<file path="src/rtl/reg_transfer_seq_if.sv">
// Opcode handshake, register-file inputs and write/flag outputs of reg_transfer_seq.
// master = instruction source plus register blocks, slave = the sequencer.
interface reg_transfer_seq_if;
    logic [7:0] OPCODE;
    logic [7:0] IMM;
    logic       op_valid;
    logic       op_ready;
    logic [7:0] REG_A;
    logic [7:0] REG_X;
    logic [7:0] REG_Y;
    logic [7:0] REG_S;
    logic [7:0] OUT_BUS;
    logic       load_A;
    logic       load_X;
    logic       load_Y;
    logic       load_S;
    logic       flag_N;
    logic       flag_Z;
    logic       load_NZ;
    logic       done;
    logic       illegal;

    modport master (
        output OPCODE, IMM, op_valid, REG_A, REG_X, REG_Y, REG_S,
        input  op_ready, OUT_BUS, load_A, load_X, load_Y, load_S,
        input  flag_N, flag_Z, load_NZ, done, illegal
    );

    modport slave (
        input  OPCODE, IMM, op_valid, REG_A, REG_X, REG_Y, REG_S,
        output op_ready, OUT_BUS, load_A, load_X, load_Y, load_S,
        output flag_N, flag_Z, load_NZ, done, illegal
    );
endinterface

</file>
<file path="src/rtl/reg_transfer_seq.sv">
// 6502 register-transfer / index inc-dec / index immediate-load sequencer (IDLE->DECODE->EXEC->WRITE).
// Define XFER_INDEX_ARITH_EN to support INX/INY/DEX/DEY; otherwise they decode as illegal.
module reg_transfer_seq (
    input logic               CLK,
    input logic               reset_XFER,
    reg_transfer_seq_if.slave bus
);

    typedef enum logic [1:0] {
        ST_IDLE   = 2'd0,
        ST_DECODE = 2'd1,
        ST_EXEC   = 2'd2,
        ST_WRITE  = 2'd3
    } state_t;

    typedef enum logic [3:0] {
        OP_TAX = 4'd0,
        OP_TXA = 4'd1,
        OP_TAY = 4'd2,
        OP_TYA = 4'd3,
        OP_TSX = 4'd4,
        OP_TXS = 4'd5,
        OP_INX = 4'd6,
        OP_DEX = 4'd7,
        OP_INY = 4'd8,
        OP_DEY = 4'd9,
        OP_LDX = 4'd10,
        OP_LDY = 4'd11,
        OP_BAD = 4'd12
    } op_kind_t;

    function automatic op_kind_t classify(input logic [7:0] op);
        op_kind_t kind;
        case (op)
            8'hAA:   kind = OP_TAX;
            8'h8A:   kind = OP_TXA;
            8'hA8:   kind = OP_TAY;
            8'h98:   kind = OP_TYA;
            8'hBA:   kind = OP_TSX;
            8'h9A:   kind = OP_TXS;
            8'hA2:   kind = OP_LDX;
            8'hA0:   kind = OP_LDY;
`ifdef XFER_INDEX_ARITH_EN
            8'hE8:   kind = OP_INX;
            8'hCA:   kind = OP_DEX;
            8'hC8:   kind = OP_INY;
            8'h88:   kind = OP_DEY;
`endif
            default: kind = OP_BAD;
        endcase
        return kind;
    endfunction

    state_t     state_r, state_nx;
    op_kind_t   kind_r, kind_nx;
    op_kind_t   kind_in_s;
    logic [7:0] imm_r, imm_nx;
    logic [7:0] src_s;
    logic [7:0] result_s;
    logic [3:0] target_s;
    logic       accept_s;

    logic       op_ready_r, op_ready_nx;
    logic [7:0] out_bus_r, out_bus_nx;
    logic [3:0] load_r, load_nx;
    logic       flag_n_r, flag_n_nx;
    logic       flag_z_r, flag_z_nx;
    logic       load_nz_r, load_nz_nx;
    logic       done_r, done_nx;
    logic       illegal_r, illegal_nx;

    assign accept_s  = (state_r == ST_IDLE) && bus.op_valid && op_ready_r;
    assign kind_in_s = classify(bus.OPCODE);

    // Source select, result computation and target strobe mask {A,X,Y,S}
    always_comb begin
        src_s    = 8'h00;
        result_s = 8'h00;
        target_s = 4'b0000;
        case (kind_r)
            OP_TAX:  begin src_s = bus.REG_A; target_s = 4'b0100; end
            OP_TXA:  begin src_s = bus.REG_X; target_s = 4'b1000; end
            OP_TAY:  begin src_s = bus.REG_A; target_s = 4'b0010; end
            OP_TYA:  begin src_s = bus.REG_Y; target_s = 4'b1000; end
            OP_TSX:  begin src_s = bus.REG_S; target_s = 4'b0100; end
            OP_TXS:  begin src_s = bus.REG_X; target_s = 4'b0001; end
            OP_LDX:  begin src_s = imm_r;     target_s = 4'b0100; end
            OP_LDY:  begin src_s = imm_r;     target_s = 4'b0010; end
`ifdef XFER_INDEX_ARITH_EN
            OP_INX, OP_DEX: begin src_s = bus.REG_X; target_s = 4'b0100; end
            OP_INY, OP_DEY: begin src_s = bus.REG_Y; target_s = 4'b0010; end
`endif
            default: begin src_s = 8'h00;     target_s = 4'b0000; end
        endcase
`ifdef XFER_INDEX_ARITH_EN
        // Modulo-256 step; carry is intentionally dropped
        case (kind_r)
            OP_INX, OP_INY: result_s = src_s + 8'h01;
            OP_DEX, OP_DEY: result_s = src_s - 8'h01;
            default:        result_s = src_s;
        endcase
`else
        result_s = src_s;
`endif
    end

    // Next-state and next registered-output values
    always_comb begin
        state_nx   = state_r;
        kind_nx    = kind_r;
        imm_nx     = imm_r;
        out_bus_nx = out_bus_r;
        load_nx    = 4'b0000;
        flag_n_nx  = flag_n_r;
        flag_z_nx  = flag_z_r;
        load_nz_nx = 1'b0;
        done_nx    = 1'b0;
        illegal_nx = 1'b0;
        case (state_r)
            ST_IDLE: begin
                if (accept_s) begin
                    kind_nx    = kind_in_s;
                    imm_nx     = bus.IMM;
                    illegal_nx = (kind_in_s == OP_BAD);
                    state_nx   = ST_DECODE;
                end else begin
                    state_nx   = ST_IDLE;
                end
            end
            ST_DECODE: begin
                if (kind_r == OP_BAD) begin
                    state_nx = ST_IDLE;
                end else begin
                    state_nx = ST_EXEC;
                end
            end
            ST_EXEC: begin
                state_nx   = ST_WRITE;
                out_bus_nx = result_s;
                load_nx    = target_s;
                done_nx    = 1'b1;
                if (kind_r != OP_TXS) begin
                    load_nz_nx = 1'b1;
                    flag_n_nx  = result_s[7];
                    flag_z_nx  = (result_s == 8'h00);
                end else begin
                    load_nz_nx = 1'b0;
                end
            end
            ST_WRITE: state_nx = ST_IDLE;
            default:  state_nx = ST_IDLE;
        endcase
        op_ready_nx = (state_nx == ST_IDLE);
    end

    // State and output registers; reset aborts any in-flight instruction
    always_ff @(posedge CLK or posedge reset_XFER) begin
        if (reset_XFER) begin
            state_r    <= ST_IDLE;
            kind_r     <= OP_BAD;
            imm_r      <= 8'h00;
            op_ready_r <= 1'b1;
            out_bus_r  <= 8'h00;
            load_r     <= 4'b0000;
            flag_n_r   <= 1'b0;
            flag_z_r   <= 1'b0;
            load_nz_r  <= 1'b0;
            done_r     <= 1'b0;
            illegal_r  <= 1'b0;
        end else begin
            state_r    <= state_nx;
            kind_r     <= kind_nx;
            imm_r      <= imm_nx;
            op_ready_r <= op_ready_nx;
            out_bus_r  <= out_bus_nx;
            load_r     <= load_nx;
            flag_n_r   <= flag_n_nx;
            flag_z_r   <= flag_z_nx;
            load_nz_r  <= load_nz_nx;
            done_r     <= done_nx;
            illegal_r  <= illegal_nx;
        end
    end

    assign bus.op_ready = op_ready_r;
    assign bus.OUT_BUS  = out_bus_r;
    assign bus.load_A   = load_r[3];
    assign bus.load_X   = load_r[2];
    assign bus.load_Y   = load_r[1];
    assign bus.load_S   = load_r[0];
    assign bus.flag_N   = flag_n_r;
    assign bus.flag_Z   = flag_z_r;
    assign bus.load_NZ  = load_nz_r;
    assign bus.done     = done_r;
    assign bus.illegal  = illegal_r;

endmodule

</file>
<file path="src/flat_wrapper.sv">
// flat-port wrapper written by rule: the top's interface ports become plain ports
module reg_transfer_seq_flat 
  (CLK, reset_XFER, bus_OPCODE, bus_IMM, bus_op_valid, bus_REG_A, bus_REG_X, bus_REG_Y, bus_REG_S, bus_op_ready, bus_OUT_BUS, bus_load_A, bus_load_X, bus_load_Y, bus_load_S, bus_flag_N, bus_flag_Z, bus_load_NZ, bus_done, bus_illegal);
  reg_transfer_seq_if bus_i ();
  input logic CLK;
  input logic reset_XFER;
  input wire logic [$bits(bus_i.OPCODE)-1:0] bus_OPCODE;
  input wire logic [$bits(bus_i.IMM)-1:0] bus_IMM;
  input wire logic [$bits(bus_i.op_valid)-1:0] bus_op_valid;
  input wire logic [$bits(bus_i.REG_A)-1:0] bus_REG_A;
  input wire logic [$bits(bus_i.REG_X)-1:0] bus_REG_X;
  input wire logic [$bits(bus_i.REG_Y)-1:0] bus_REG_Y;
  input wire logic [$bits(bus_i.REG_S)-1:0] bus_REG_S;
  output wire logic [$bits(bus_i.op_ready)-1:0] bus_op_ready;
  output wire logic [$bits(bus_i.OUT_BUS)-1:0] bus_OUT_BUS;
  output wire logic [$bits(bus_i.load_A)-1:0] bus_load_A;
  output wire logic [$bits(bus_i.load_X)-1:0] bus_load_X;
  output wire logic [$bits(bus_i.load_Y)-1:0] bus_load_Y;
  output wire logic [$bits(bus_i.load_S)-1:0] bus_load_S;
  output wire logic [$bits(bus_i.flag_N)-1:0] bus_flag_N;
  output wire logic [$bits(bus_i.flag_Z)-1:0] bus_flag_Z;
  output wire logic [$bits(bus_i.load_NZ)-1:0] bus_load_NZ;
  output wire logic [$bits(bus_i.done)-1:0] bus_done;
  output wire logic [$bits(bus_i.illegal)-1:0] bus_illegal;
  assign bus_i.OPCODE = bus_OPCODE;
  assign bus_i.IMM = bus_IMM;
  assign bus_i.op_valid = bus_op_valid;
  assign bus_i.REG_A = bus_REG_A;
  assign bus_i.REG_X = bus_REG_X;
  assign bus_i.REG_Y = bus_REG_Y;
  assign bus_i.REG_S = bus_REG_S;
  assign bus_op_ready = bus_i.op_ready;
  assign bus_OUT_BUS = bus_i.OUT_BUS;
  assign bus_load_A = bus_i.load_A;
  assign bus_load_X = bus_i.load_X;
  assign bus_load_Y = bus_i.load_Y;
  assign bus_load_S = bus_i.load_S;
  assign bus_flag_N = bus_i.flag_N;
  assign bus_flag_Z = bus_i.flag_Z;
  assign bus_load_NZ = bus_i.load_NZ;
  assign bus_done = bus_i.done;
  assign bus_illegal = bus_i.illegal;
  reg_transfer_seq u_core (.CLK(CLK), .reset_XFER(reset_XFER), .bus(bus_i));
endmodule
</file>
<file path="config.mk">
export PLATFORM = sky130hd
export DESIGN_NAME = reg_transfer_seq_flat
export DESIGN_NICKNAME = d
export VERILOG_FILES = /design/src/rtl/reg_transfer_seq_if.sv /design/src/rtl/reg_transfer_seq.sv /design/src/flat_wrapper.sv
export SDC_FILE = /design/constraint.sdc
export NUM_CORES = 1
export LEC_CHECK = 0
export CAP_MARGIN = 0
export CORE_UTILIZATION = 47
export DETAILED_ROUTE_END_ITERATION = 6
export PLACE_DENSITY = 0.85
export SLEW_MARGIN = 20
export SYNTH_ARGS = -nofsm -noshare
export SYNTH_HDL_FRONTEND = slang
export SYNTH_SLANG_ARGS = --single-unit
</file>
<file path="constraint.sdc">
create_clock -name CLK -period 4.56 [get_ports CLK]
set_clock_uncertainty 0.05 [all_clocks]
set_input_delay 0.456 -clock CLK [delete_from_list [all_inputs] [get_ports CLK]]
set_output_delay 0.456 -clock CLK [all_outputs]
set_load 0.02 [all_outputs]
</file>
==> out/qor.yml <==
power:
  clockPowerShare_pct: 18.1
  combPwrFrac_pct: 41.9
  ir_worst_vdd_mv: 0.323
  power_frac_seq_pct: 40.0
  p_switching_mw: 0.461
  p_int_mw: 0.761
  pwr_density_cell_nw_per_um2: 487
  p_leak_nw: 1.08
  switching_share_pct: 37.7
sta:
  worst_slew_pin_slew_ns: 0.785
  finalCritPeriodShare_pct: 43.7
  finalSetupViolCount: 0
  fin_crit_ns: 1.99
  rsz0062_at_grt: "no"
  slew_viol_final: 0
  max_freq_mhz: 502
  hold_viol_final: 0
  setup_tns_ns: 0
  timing.final.ws_setup_ns: 2.57
  max_slew_margin_pct: 47.6
job:
  maxCapViolations: 0
final_layout:
  antenna_cells: 0
  nNetsFinal: 306
  fin_area_um2: 2510
  stdcell_count: 302
  drive_gt1_share_pct: 7.81
  fin_util_pct: 72.4
  area_growth_pct: 42.1
logic_synthesis:
  synth_warnings: 0
  synth_top_flop_cell: "dfrtp_1"
  mappedNetlistArea_um2: 1770
  ys_async_sr_fraction_pct: 100
  syn_avg_cell_area_um2: 9.25
  synth_cell_type_count: 46
  synthTopCellsByCount: "nand2_1 (40), dfrtp_1 (29), o21ai_0 (12)"
  synth_nets: 242
  syn_inst: 191
  synth_area_leaders: "dfrtp_1 (41%), nand2_1 (8.5%), dfstp_2 (4.5%)"
  yosysTopAreaCell: "dfrtp_1"
  synthMostInstantiatedCell: "nand2_1"
  ys_seq_elements: 32
  synth_top_cell_area_share_pct: 41.1
  ys_seq_area_share_pct: 45.5
  synth_edf_count: 0
place:
  dp.cells: 294
  place_hpwl_um: 3240
  port_buffers: 68
  place.gp.congestion: 0.900
  dpl_cell_area_um2: 2420
  dpl_worst_slack_ns: 2.52
routing:
  vias: 1632
  wl_um: 4420
  ant_nets: 0
  drt-initial-drc-count: 151
  drt_pass1_iterations: 4
  wl_per_cell_um: 14.6
  vias_per_cell: 5.40
  drcViolationCount: 0
floorplanning:
  die_y_um: 63.3
  io_pins: 69
  row_count: 21
  core_area_um2: 3470
  die_w_um: 63.3
  die_area_um2: 4010
  start_util_pct: 50.9
setup_path:
  r2r_setup_slack_ns: 2.57
  critPathLaunchType: "flip-flop"
  critPathMaxFanout: 22
  path_class: "reg -> reg"
  cp_slowest_stage_delay_ns: 0.78
  crit_family: "flip-flops"
  crit_start: "u_core.kind_r[0]"
  worstRegToRegCells: 5
  r2r-start: "u_core.kind_r[0]"
  cp.arrival_ns: 2.14
  slowest_stage: "dfrtp_1"
  crit_end: "u_core.bus.flag_Z"
  end_kind: "flip-flop"
  cp.required_ns: 4.70
  worst-path-stages: 5
  crit_buf_inv: 1
  timing.rr.end: "u_core.bus.flag_Z"
  path_cells: "inv_1 -> a221oi_1 -> o31a_1 -> nand4_1 -> o32ai_2"
grt:
  grt_usage_pct: 24.3
  grt_max_degree: 33
  antenna_found_initial: 0
  use_met1_pct: 33.9
  grt_pass1_wl_um: 7500
  grt_pass1_vias: 1560
  grtUsageMet2_pct: 36.4
  grt_remaining_overflow: 0
  met3_usage_pct: 6.70
  grt_busiest_layer: "met2"
clock_tree:
  clock-root-buffer: "clkbuf_8"
  cts_buffers: 5
  cts_hold_buf: 0
  cts.path.max_buffers: 2
  cts_resized: 0
  clk_latency_ns: 0.28
  path_clk_slew_ns: 0.07
  cts_max_level: 2
  cts_tree: "built"
  cts.sinks: 32
  postCtsSetupBuffers: 0
min_path:
  hp-class: "reg -> reg"
outcome:
  status: "finished clean"
cell families after synthesis:
kind of cell / count (synthesis) / synth area share, %
buf+inv: 19 / 6.80
simple gates: 94 / 28.7
compound gates: 45 / 18.4
flops: 32 / 45.5
mux: 1 / 0.567
area by class of cell:
type / count / area [um2]
Tap cell: 46 / 57.6
Sequential cell: 32 / 805
Inverter: 7 / 28.8
Multi-Input combinational cell: 140 / 842
Fill cell: 289 / 957
Timing Repair Buffer: 69 / 688
Clock buffer: 8 / 90.1
worst min-delay path, stage by stage (launching register included):
cell and delay, ns:
dfrtp_1 0.33, nand2_1 0.05, nand2_1 0.06
sequential cells by signal, summed over array words and instances, names as in the netlist:
register,cells
u_core.bus.load_NZ,1
u_core.load_r,4
u_core.state_r,2
u_core.imm_r,8
u_core.bus.flag_Z,1
u_core.kind_r,4
u_core.bus.op_ready,1
u_core.bus.flag_N,1
u_core.bus.done,1
u_core.bus.OUT_BUS,8
u_core.bus.illegal,1
power groups by stage:
stage	Clock (mW)	Sequential, mW	Combinational (mW)
global placement	0	0.487	0.505
CTS	0.226	0.487	0.516
global route	0.241	0.504	0.569
floorplan	0	0.513	0.292
finish	0.221	0.489	0.511
detailed placement	0	0.492	0.513
how the worst min path moves through the flow:
stage,end,start,cells past startpoint
2_1_floorplan,u_core.imm_r[0],u_core.imm_r[0],2
3_3_place_gp,u_core.imm_r[1],u_core.imm_r[1],2
3_5_place_dp,u_core.imm_r[1],u_core.imm_r[1],2
4_1_cts,u_core.imm_r[1],u_core.imm_r[1],2
5_1_grt,u_core.imm_r[4],u_core.imm_r[4],2
6_report,u_core.imm_r[1],u_core.imm_r[1],2
layer usage:
layer	vias up	share of wire [%]
met4	0	1.9
met5	-	0
met2	76	44
met3	10	9.2
li1	805	-
met1	741	45
cell usage in the layout, fill, tap and decap left out, types with 2 or more instances in the layout:
cell and instances:
nand3b_1 4, and3_1 6, a21oi_1 8, nor2b_4 2, a21boi_0 2, o21ai_0 12
nor4b_1 3, a211oi_1 5, nand3_1 7, a211oi_2 2, clkbuf_1 2, nor2b_1 7
nor3b_1 3, inv_1 6, clkdlybuf4s50_1 68, nand2b_1 7, a22o_1 2, dfstp_2 3
nor3_1 2, nand2_1 40, dfrtp_1 29, a31oi_1 2, clkbuf_8 6, nor2_1 6
through the flow:
step,hold slack [ns],power (mW)
after CTS,0.425,1.23
final,0.420,1.22
after global routing,0.463,1.31
after floorplan,0.388,0.805
after global placement,0.404,0.992
after detailed placement,0.409,1.01
Note: power is estimated with default switching activity, not from simulation.
